[src/rtl/nes_pad_pkg.sv]
// ----------------------------------------------------------------------------
// nes_pad_pkg
// Shared definitions for the NES joypad responder:
//   - PAD_BITS      : number of buttons on a standard pad
//   - btn_idx_e     : bit position of each button in the button vector
//   - pad_state_e   : responder state encoding (LOAD / SHIFT / DRAINED)
// ----------------------------------------------------------------------------
package nes_pad_pkg;

    localparam int PAD_BITS = 8;

    // Bit position of each button in the 8-bit button vector (1 = pressed).
    typedef enum logic [2:0] {
        BTN_A      = 3'd0,
        BTN_B      = 3'd1,
        BTN_SELECT = 3'd2,
        BTN_START  = 3'd3,
        BTN_UP     = 3'd4,
        BTN_DOWN   = 3'd5,
        BTN_LEFT   = 3'd6,
        BTN_RIGHT  = 3'd7
    } btn_idx_e;

    typedef enum logic [1:0] {
        LOAD    = 2'd0,  // filtered strobe high, snapshot tracks the buttons
        SHIFT   = 2'd1,  // strobe low, fewer than 8 shifts so far
        DRAINED = 2'd2   // strobe low, all 8 buttons shifted out
    } pad_state_e;

endpackage

[src/rtl/nes_pad_in_filter.sv]
// ----------------------------------------------------------------------------
// nes_pad_in_filter
// Conditions one asynchronous console line: SYNC_STAGES-flop synchronizer,
// then a glitch filter that accepts a new level only after FILTER_CYCLES
// consecutive equal samples, then registered rise/fall pulse generation.
// Input-to-pulse latency is SYNC_STAGES + FILTER_CYCLES clocks.
//
// Ports:
//   clock    in   system clock
//   reset    in   synchronous active-high reset
//   async_i  in   raw asynchronous input line
//   level_o  out  filtered level
//   rise_o   out  one-cycle pulse when the filtered level goes 0 -> 1
//   fall_o   out  one-cycle pulse when the filtered level goes 1 -> 0
// ----------------------------------------------------------------------------
module nes_pad_in_filter
    import nes_pad_pkg::*;
#(
    parameter int SYNC_STAGES   = 2,
    parameter int FILTER_CYCLES = 3
) (
    input  logic clock,
    input  logic reset,
    input  logic async_i,
    output logic level_o,
    output logic rise_o,
    output logic fall_o
);

    logic [SYNC_STAGES-1:0] sync_q;
    logic                   sample;
    logic                   level_q, level_d;
    logic [3:0]             cnt_q, cnt_d;
    logic                   rise_q, rise_d;
    logic                   fall_q, fall_d;

    // NOTE: the synchronizer flops carry no reset; they keep sampling through
    // reset so the filter can adopt the true line level when reset is applied.
    always_ff @(posedge clock) begin
        sync_q <= {sync_q[SYNC_STAGES-2:0], async_i};
    end

    assign sample = sync_q[SYNC_STAGES-1];

    // NOTE: every combinational output gets a default first so no latch is
    // inferred on the paths that do not assign it.
    always_comb begin
        level_d = level_q;
        cnt_d   = '0;
        rise_d  = 1'b0;
        fall_d  = 1'b0;
        if (sample != level_q) begin
            if (cnt_q == 4'(FILTER_CYCLES - 1)) begin
                level_d = sample;
                rise_d  = sample;
                fall_d  = ~sample;
            end else begin
                cnt_d = cnt_q + 4'd1;
            end
        end
    end

    // NOTE: sequential state uses non-blocking assignments only.
    always_ff @(posedge clock) begin
        if (reset) begin
            // Adopt the current line level so reset release makes no edge.
            level_q <= sample;
            cnt_q   <= '0;
            rise_q  <= 1'b0;
            fall_q  <= 1'b0;
        end else begin
            level_q <= level_d;
            cnt_q   <= cnt_d;
            rise_q  <= rise_d;
            fall_q  <= fall_d;
        end
    end

    assign level_o = level_q;
    assign rise_o  = rise_q;
    assign fall_o  = fall_q;

endmodule

[src/rtl/nes_pad_responder.sv]
// ----------------------------------------------------------------------------
// nes_pad_responder
// Controller-side end of the NES joypad serial link, emulating the pad's
// 4021 parallel-in/serial-out register. While the filtered strobe is high the
// register follows the buttons; on its falling edge the snapshot is frozen and
// each accepted pad_clock edge shifts one button out on pad_data (active-low).
//
// Optional feature (macro NES_PAD_TURBO_EN): adds input turbo_en and parameter
// TURBO_DIV; A/B with turbo enabled alternate pressed/released every
// TURBO_DIV frames.
//
// Ports:
//   clock        in   system clock
//   reset        in   synchronous active-high reset
//   turbo_en     in   [1:0] turbo enables for A/B (NES_PAD_TURBO_EN only)
//   buttons      in   [7:0] live buttons, 1 = pressed, [0]=A ... [7]=Right
//   pad_strobe   in   console latch line (asynchronous)
//   pad_clock    in   console shift clock (asynchronous)
//   pad_data     out  registered serial data, 0 = pressed
//   latch_pulse  out  one-cycle pulse on the accepted strobe falling edge
//   shift_count  out  [3:0] shifts since the last latch, saturating at 8
// ----------------------------------------------------------------------------
module nes_pad_responder
    import nes_pad_pkg::*;
#(
    parameter int SYNC_STAGES   = 2,
    parameter int FILTER_CYCLES = 3,
    parameter int SHIFT_ON_RISE = 1,
    parameter int FILL_PRESSED  = 1
`ifdef NES_PAD_TURBO_EN
    , parameter int TURBO_DIV   = 4
`endif
) (
    input  logic                clock,
    input  logic                reset,
`ifdef NES_PAD_TURBO_EN
    input  logic [1:0]          turbo_en,
`endif
    input  logic [PAD_BITS-1:0] buttons,
    input  logic                pad_strobe,
    input  logic                pad_clock,
    output logic                pad_data,
    output logic                latch_pulse,
    output logic [3:0]          shift_count
);

    // Register bit shifted in behind the buttons (1 = reads as pressed).
    localparam logic FILL_BIT = (FILL_PRESSED != 0);

    logic str_level, str_rise, str_fall;
    logic clk_level, clk_rise, clk_fall;
    logic shift_edge;
    logic unused_ok;

    pad_state_e          state_q, state_d;
    logic [PAD_BITS-1:0] shreg_q, shreg_d;
    logic [3:0]          count_q, count_d;
    logic                data_q, data_d;
    logic [PAD_BITS-1:0] load_val;

    nes_pad_in_filter #(
        .SYNC_STAGES   (SYNC_STAGES),
        .FILTER_CYCLES (FILTER_CYCLES)
    ) u_strobe_filter (
        .clock   (clock),
        .reset   (reset),
        .async_i (pad_strobe),
        .level_o (str_level),
        .rise_o  (str_rise),
        .fall_o  (str_fall)
    );

    nes_pad_in_filter #(
        .SYNC_STAGES   (SYNC_STAGES),
        .FILTER_CYCLES (FILTER_CYCLES)
    ) u_clock_filter (
        .clock   (clock),
        .reset   (reset),
        .async_i (pad_clock),
        .level_o (clk_level),
        .rise_o  (clk_rise),
        .fall_o  (clk_fall)
    );

    // The strobe level alone decides LOAD (its rise coincides with the level
    // going high), and only one clock edge polarity is used for shifting.
    assign unused_ok  = ^{str_rise, clk_level};
    assign shift_edge = (SHIFT_ON_RISE != 0) ? clk_rise : clk_fall;

`ifdef NES_PAD_TURBO_EN
    localparam int TURBO_W = (2 * TURBO_DIV > 1) ? $clog2(2 * TURBO_DIV) : 1;

    logic [TURBO_W-1:0] turbo_cnt_q, turbo_cnt_d;
    logic               turbo_off;

    // Frames with counter >= TURBO_DIV report turbo buttons as released.
    assign turbo_off = (turbo_cnt_q >= TURBO_W'(TURBO_DIV));

    always_comb begin
        turbo_cnt_d = turbo_cnt_q;
        if (latch_pulse) begin
            if (turbo_cnt_q == TURBO_W'(2 * TURBO_DIV - 1)) begin
                turbo_cnt_d = '0;
            end else begin
                turbo_cnt_d = turbo_cnt_q + 1'b1;
            end
        end
    end

    always_comb begin
        load_val = buttons;
        if (turbo_off) begin
            if (turbo_en[0]) load_val[BTN_A] = 1'b0;
            if (turbo_en[1]) load_val[BTN_B] = 1'b0;
        end
    end

    always_ff @(posedge clock) begin
        if (reset) begin
            turbo_cnt_q <= '0;
        end else begin
            turbo_cnt_q <= turbo_cnt_d;
        end
    end
`else
    assign load_val = buttons;
`endif

    always_comb begin
        state_d = state_q;
        shreg_d = shreg_q;
        count_d = count_q;
        data_d  = data_q;
        if (str_level) begin
            // Strobe high wins over any shift edge accepted this cycle.
            state_d = LOAD;
            shreg_d = load_val;
            count_d = 4'd0;
            data_d  = ~load_val[BTN_A];
        end else begin
            unique case (state_q)
                LOAD: begin
                    // Strobe just fell: the last loaded snapshot is kept.
                    state_d = SHIFT;
                end
                SHIFT: begin
                    if (shift_edge) begin
                        shreg_d = {FILL_BIT, shreg_q[PAD_BITS-1:1]};
                        count_d = count_q + 4'd1;
                        data_d  = ~shreg_q[1];
                        if (count_q == 4'd7) begin
                            state_d = DRAINED;
                        end
                    end
                end
                DRAINED: begin
                    data_d = ~FILL_BIT;
                end
                default: begin
                    state_d = SHIFT;
                end
            endcase
        end
    end

    always_ff @(posedge clock) begin
        if (reset) begin
            state_q <= SHIFT;
            shreg_q <= '0;
            count_q <= 4'd0;
            data_q  <= 1'b1;
        end else begin
            state_q <= state_d;
            shreg_q <= shreg_d;
            count_q <= count_d;
            data_q  <= data_d;
        end
    end

    assign pad_data    = data_q;
    assign latch_pulse = str_fall;
    assign shift_count = count_q;

endmodule

[config.mk]
export PLATFORM = sky130hd
export DESIGN_NAME = nes_pad_responder
export DESIGN_NICKNAME = d
export VERILOG_FILES = /design/src/rtl/nes_pad_pkg.sv /design/src/rtl/nes_pad_in_filter.sv /design/src/rtl/nes_pad_responder.sv
export SDC_FILE = /design/constraint.sdc
export NUM_CORES = 1
export LEC_CHECK = 0
export ABC_AREA = 1
export CAP_MARGIN = 20
export CORE_ASPECT_RATIO = 1.4
export CORE_UTILIZATION = 47
export DETAILED_ROUTE_END_ITERATION = 10
export PLACE_DENSITY = 0.84
export REMOVE_ABC_BUFFERS = 1
export SYNTH_ARGS = -nofsm -noshare
export SYNTH_HDL_FRONTEND = slang
export SYNTH_SLANG_ARGS = --single-unit
[constraint.sdc]
create_clock -name clock -period 1.09 [get_ports clock]
set_input_delay 0.1635 -clock clock [delete_from_list [all_inputs] [get_ports clock]]
set_output_delay 0.1635 -clock clock [all_outputs]
set_load 0.01 [all_outputs]
==> impl_results.md, run 1 <==
- Max Root-Sink Buffers: 2
- CTS Sinks: 30
- I/O pin total: 18
- Gate power share: 0.143
- Compound-Gate Fraction of Synth Area: 0.0752
- Number of max-cap violations: 0
- Ant diodes: 0
- CTS buffer count: 5
- Root Buffer: clkbuf_4
- Fin crit share: 1.10
- Syn-to-layout area delta: 43.2%
- Routed Wire Length: just under 3 mm
- Worst vdd ir: 952 uV
- Nets: 210
- CTS clk-pin slew, worst paths: roughly 0.090 ns
- Failing checks: negative setup slack
- Min Tclk post-route: 1.20 ns
- Skew final: between 0.009 and 0.01 ns
- Finish-stage setup viols: 10
- Total power: 2.36 mW
- DIE AREA: between 2000 and 3000 um^2
- Via count: around 1200
- Share of cells above drive strength 1: 0.361
- Cell Chain, Critical Path: buf_4, nor2_2, nand2_1, a31oi_1
- CP max FO: 9
- Most common cell after layout, fill and taps aside: nand2_1
- Initial Utilization: 0.511
- Post-synthesis sequential area ratio: 0.497
- Row count: 21
- Largest family of logic cells by synthesized area: simple AND/OR/NAND/NOR gates
- RSZ-0062 raised after global routing: true
- Crit-path max cell delay: between 0.4 and 0.5 ns
- Fmax: roughly 830 MHz
- Hold Path Class: primary input to register
- Total gr overflow: 0
- P_int: ~1.8 mW
- GRT Util Overall: 0.214
- Pwr dens: 1320 nW/um^2
- Largest net degree at the start of global routing: 10
- Slew Limit Fails: 0
- Synth Cell Area: ~1200 um^2
- Worst Setup End Kind: register
- Synth Warn #: 0
- Post-synth cell types: 16
- Crit start category: register
- Switch Pwr: 0.590 mW
- Commonest non-fill, non-tap cells in the layout: nand2_1 (29), dfxtp_1 (19), nor2_1 (16)
- Die extent in x: approximately 46 um
- Final weighted congestion in routability-driven placement: approximately 0.8
- IO buf count: 17
- Sequential Power Share: 0.511
- Initial antenna violation count: 0
- Net Sw Frac: 0.250
- Status: finished, violations left
- Post-DP HPWL: 1.84 mm
- Worst-margin pin slew: 0.195 ns
- Router iterations before antenna repair: 4
- DRT iter0 DRCs: 39
- Gate Count Post-Synth: 154
- Wirelength per Cell: 13.0 um
- Clock share of power: 0.346
- Setup Crit Path Kind: register to register
- Hold Vio Cnt, Final: 0
- Vias/cell: slightly above 5
- Top delay family on crit path: flip-flops
- Mux share of post-synthesis cell area: 0
- ANT nets after route: 0
- Hold_buf cts: 0
- CTS tree: built
- Crit path DAT: roughly 1.5 ns
- H-tree depth: 2
- WP buf/inv: 1
- Vias in the first global route: around 1100
- Global-route wire length before repair: about 4.4 mm
- Slowest cell on the critical path: edfxtp_1
- Final TNS setup: -0.488 ns
- Die height: roughly 63 um
- Register bit total from synthesis: 30
- Synth Area in Adders: 0.0802
- Synth Area in XOR/XNOR: 0.0421
- Avg Cell Area, Syn: just over 8 um^2
- DRC: 0
- Worst hold margin: between 0.2 and 0.3 ns
- Worst-skew pair later-pin latency: 0.33 ns
- Slew HR: 0.869
- Pleak: roughly 0.75 nW
- Req. time, crit path: ~1.4 ns
- Worst setup margin: -0.112 ns
- Synth Area in Simple Gates: 0.253
- Core area: 2440 um^2
-- routing by layer --
metal | global-route usage | part of all wire | wire, um | vias to the layer above
li1 | - | - | - | 569
met1 | 0.211 | 0.36 | 1060 | 538
met2 | 0.363 | 0.55 | 1590 | 31
met3 | 0.0809 | 0.050 | 145 | 12
met4 | 0.117 | 0.041 | 120 | 0
met5 | 0 | 0 | 0 | -
-- Yosys cell counts --
library cell | n | share of area
nor2_4 | 1 | 0.0090
edfxtp_1 | 2 | 0.048
a31oi_1 | 5 | 0.025
nor2_1 | 21 | 0.063
ha_1 | 8 | 0.080
nand3_1 | 12 | 0.048
xor2_1 | 4 | 0.028
dfxtp_1 | 28 | 0.45
inv_1 | 15 | 0.045
nor3_1 | 6 | 0.024
a21oi_1 | 5 | 0.020
buf_2 | 2 | 0.0080
nand2_1 | 36 | 0.11
a21boi_0 | 1 | 0.0060
xnor2_1 | 2 | 0.014
o21ai_0 | 6 | 0.024
-- path summary, 6_finish.rpt --
check	from	to	slack (ns)	cells after the start
setup / recovery	u_strobe_filter.level_o$_DFFE_PP_	shreg_q[2]$_SDFFE_PP0P_	-0.11	4
hold / removal	pad_strobe	u_strobe_filter.sync_q[0]$_DFF_P_	0.27	1
setup reg to reg	u_strobe_filter.level_o$_DFFE_PP_	shreg_q[2]$_SDFFE_PP0P_	-0.11	4
hold reg to reg	u_clock_filter.sync_q[0]$_DFF_P_	u_clock_filter.sync_q[1]$_DFF_P_	0.33	0
-- sequential cells by signal, summed over array words and instances (netlist names) --
signal	count
u_clock_filter.level_o	1
pad_data	1
u_clock_filter.rise_o	1
state_q	2
u_strobe_filter.fall_o	1
shift_count	4
u_strobe_filter.cnt_q	4
shreg_q	7
u_strobe_filter.sync_q	2
u_clock_filter.sync_q	2
u_clock_filter.cnt_q	4
u_strobe_filter.level_o	1
-- stage by stage --
stage / area [um^2] / instances / utilization / worst slack, ns
floorplan: 1240 / 152 / - / -0.137
global route: 1790 / 225 / 0.732 / -0.136
finish: 1790 / 225 / 0.732 / -0.112
detailed placement: 1550 / 216 / 0.634 / -0.152
CTS: 1700 / 224 / 0.695 / -0.0433
global placement: 1550 / 216 / 0.634 / -0.0918
-- kinds of logic (layout without fill, tap and decap cells) --
group	count (synthesis)	in the layout
simple gates	76	76
fa+ha+maj	8	8
buf+inv	17	54
xor+xnor	6	6
flops	30	30
compound gates	17	17
-- worst register-to-register path, cell delays in order (launching register included) --
cell	delay [ns]
edfxtp_1	0.46
buf_4	0.22
nor2_2	0.18
nand2_1	0.10
a31oi_1	0.18
-- what timing repair did --
action	4_1_cts	5_1_grt
resized for setup	43	37
buffers inserted	0	2
hold endpoints to repair	0	0
gates cloned	0	0
pin swaps	3	17
endpoints found under the setup margin	21	28
-- power by group through the flow --
stage / clock network (mW) / registers (mW) / logic (mW)
after global placement: 0 / 1.22 / 0.259
after CTS: 0.833 / 1.20 / 0.298
final: 0.815 / 1.20 / 0.337
after global routing: 0.884 / 1.21 / 0.373
after detailed placement: 0 / 1.22 / 0.270
after floorplan: 0 / 1.22 / 0.140
-- final cells by class --
class / instances / area, um^2
multi-input cells: 107 / 717
flip-flops and latches: 30 / 639
fillers: 172 / 656
well taps: 34 / 42.5
inverters: 15 / 61.3
repair buffers: 31 / 249
clock buffers: 8 / 78.8
Note: power is estimated with default switching activity, not from simulation.
==> run 2, diff against run 1 <==
CORE_MARGIN = 8   (was default)
CORE_UTILIZATION = 48   (was 47)
PLACE_DENSITY = 0.85   (was 0.84)
SYNTH_HIERARCHICAL = 1   (was default)
==> run 2 against run 1 <==
Against the previous run:
- the run still ends with negative setup slack left
- hold slack improved by 0.012 ns
- first-iteration DRC count increased by 7.7%
- total power decreased by 15%
- wire length decreased by 14%
- clock skew increased by 0.0045 ns
- final cell count increased by 7.6%
- count of clock-buffer cells in the layout unchanged
- register-to-register slack improved by 0.06 ns
- critical endpoint is now u_strobe_filter/level_o$_DFFE_PP_
==> impl_results.md, run 2 <==
- Status: finished, violations left
- Failing checks: negative setup slack
- CTS tree: built
- Initial antenna violation count: 0 (unchanged)
- Nets: 222 (+5.7%)
- Vias/cell: 4.67 (-8.6%)
- Pwr dens: 1200 nW/um^2 (-9.3%)
- GRT Util Overall: 0.115 (-0.0990)
- Req. time, crit path: 1.13 ns (-0.22 ns)
- Setup Crit Path Kind: register to register
- DRC: 0 (unchanged)
- I/O pin total: 18 (unchanged)
- Cell Area, Placed: 1590 um^2 (+2.8%)
- Finish-stage setup viols: 5 (-5)
- CP max FO: 7 (-2)
- Post-place setup slack: -0.116 ns (+0.0362 ns)
- Cell Chain, Critical Path: inv_1, nand2_1, nand2_2, nand3_2, nand2_2
- Die extent in x: 60.2 um (+32%)
- Slowest cell on the critical path: edfxtp_1
- Crit path DAT: 1.19 ns (-0.27 ns)
- Die height: 77.8 um (+24%)
- IO buf count: 17 (unchanged)
- Total power: 2.01 mW (-15%)
- Share of cells above drive strength 1: 0.243 (-0.119)
- Final TNS setup: -0.0925 ns (+0.396 ns)
- Final weighted congestion in routability-driven placement: 0.801 (+1.5%)
- Placed Cells: 232 (+7.4%)
- Global-route wire length before repair: 4.24 mm (-3.1%)
- Fin crit share: 1.05 (-0.0523)
- CTS Sinks: 30 (unchanged)
- Min Tclk post-route: 1.14 ns (-0.0571 ns)
- CTS buffer count: 5 (unchanged)
- Synth Cell Area: 1310 um^2 (+5.0%)
- Ant diodes: 0 (unchanged)
- DRT iter0 DRCs: 42 (+7.7%)
- CP endpoint: u_strobe_filter/level_o$_DFFE_PP_
- DIE AREA: 4680 um^2 (+63%)
- RR Startpoint: u_strobe_filter/level_o$_DFFE_PP_
- Row count: 22 (+4.8%)
- FF-to-FF setup slack: -0.05 ns (+0.06 ns)
- Commonest non-fill, non-tap cells in the layout: nand2_1 (33), dfxtp_1 (26), inv_1 (24)
- ANT nets after route: 0 (unchanged)
- Top reg by flops: shreg_q
- Gate Count Post-Synth: 170 (+10%)
- Routed Wire Length: 2.50 mm (-14%)
- Post-DP HPWL: 1.86 mm (+1.2%)
- H-tree depth: 2 (unchanged)
- Fmax: 874 MHz (+5.0%)
- Synth Warn #: 6 (+6)
- Router iterations before antenna repair: 4 (unchanged)
- Cell area after layout: 1680 um^2 (-5.9%)
- Most common cell after layout, fill and taps aside: nand2_1
- Pleak: 0.735 nW (-1.9%)
- Total gr overflow: 0 (unchanged)
- Largest net degree at the start of global routing: 10 (unchanged)
- Worst Setup End Kind: register
- Wirelength per Cell: 10.3 um (-20%)
- RR Endpoint: u_strobe_filter/level_o$_DFFE_PP_
- Hold Path Class: primary input to register
- Number of max-cap violations: 0 (unchanged)
- Worst setup margin: -0.0546 ns (+0.0571 ns)
- Worst-margin pin slew: 0.222 ns (+0.0271 ns)
- Max Root-Sink Buffers: 2 (unchanged)
- Via count: 1131 (-1.7%)
- Initial Utilization: 0.501 (-0.00957)
- Hold_buf cts: 0 (unchanged)
- Vias in the first global route: 1082 (-1.7%)
- CP most frequent cell: nand2_2
- Core area: 2620 um^2 (+7.0%)
- CP Launch Point: u_strobe_filter/level_o$_DFFE_PP_
- Layout Cells excl Fill: 242 (+7.6%)
- Crit start category: register
- Skew final: 0.0137 ns (+0.00455 ns)
- Fill count: 235 (+37%)
- Hold Vio Cnt, Final: 0 (unchanged)
- RSZ-0062 raised after global routing: true
- R2R depth: 5 (+1)
- Worst vdd ir: 1050 uV (+10%)
- Root Buffer: clkbuf_4
- Worst-skew pair later-pin latency: 0.32 ns (about the same)
- Worst hold margin: 0.285 ns (+0.0116 ns)
- Syn-to-layout area delta: 28.2%
- Largest register FFs: 7 (unchanged)
- Slew Limit Fails: 0 (unchanged)
- Slew HR: 0.852 (-0.0167)
- WP buf/inv: 1 (unchanged)
- Avg Cell Area, Syn: 7.71 um^2 (-4.9%)
- Cell count along the critical path: 5 (+1)
- Top delay family on crit path: flip-flops
- Crit-path max cell delay: 0.49 ns (+0.03 ns)
- CTS clk-pin slew, worst paths: 0.08 ns (about the same)
- Core Util, Final: 0.643 (-0.0886)
## run 2: cell count changes in the layout (fill, tap and decap cells not counted), sizes merged, moves of 2 or more
| cell | delta |
|---|---|
| a21oi | +4 |
| a31oi | -5 |
| buf | -2 |
| ha | -3 |
| inv | +11 |
| nand2 | +5 |
| nand3 | +7 |
| nand4 | +2 |
| nor3 | -4 |
| o21ai | +2 |
| xor2 | -4 |
## run 2: where the power goes
part	internal (mW)	switching (mW)	leakage, nW
sequential	1.15	0.0258	0.250
clock	0.257	0.357	0.0265
combinational	0.113	0.111	0.458
## run 2: worst min path at each step
| stage | start | endpoint | cells after the start |
|---|---|---|---|
| after floorplan | pad_clock | u_clock_filter/sync_q[0]$_DFF_P_ | 0 |
| after global placement | u_clock_filter/sync_q[0]$_DFF_P_ | u_clock_filter/sync_q[1]$_DFF_P_ | 0 |
| after detailed placement | u_clock_filter/sync_q[0]$_DFF_P_ | u_clock_filter/sync_q[1]$_DFF_P_ | 0 |
| after CTS | pad_strobe | u_strobe_filter/sync_q[0]$_DFF_P_ | 1 |
| after global routing | pad_clock | u_clock_filter/sync_q[0]$_DFF_P_ | 1 |
| final | pad_strobe | u_strobe_filter/sync_q[0]$_DFF_P_ | 1 |
## run 2: final cells by class
type,count,area [um^2],area share
Clock buffer,8,48.8,0.0290
Timing Repair Buffer,31,253,0.150
Sequential cell,30,623,0.371
Inverter,26,97.6,0.0580
Multi-Input combinational cell,111,614,0.365
Tap cell,36,45.0,0.0268
## run 2: per-layer routing
layer	GRT usage	part of all wire	vias up
met1	0.118	0.42	502
met4	0.0647	0.020	0
met5	0	0	-
met2	0.194	0.51	22
li1	-	-	602
met3	0.0396	0.050	5
## run 2: timing repair
item / in CTS / in global routing
hold endpoints to repair: 0 / 0
pin swaps: 1 / 3
endpoints found under the setup margin: 19 / 25
setup buffers: 0 / 2
resized for setup: 15 / 22
==> run 3, diff against run 2 <==
CTS_CLUSTER_DIAMETER = 50   (was default)
==> results of run 3 <==
Same layout as run 2: the final DEF is identical, and so are final timing and power.
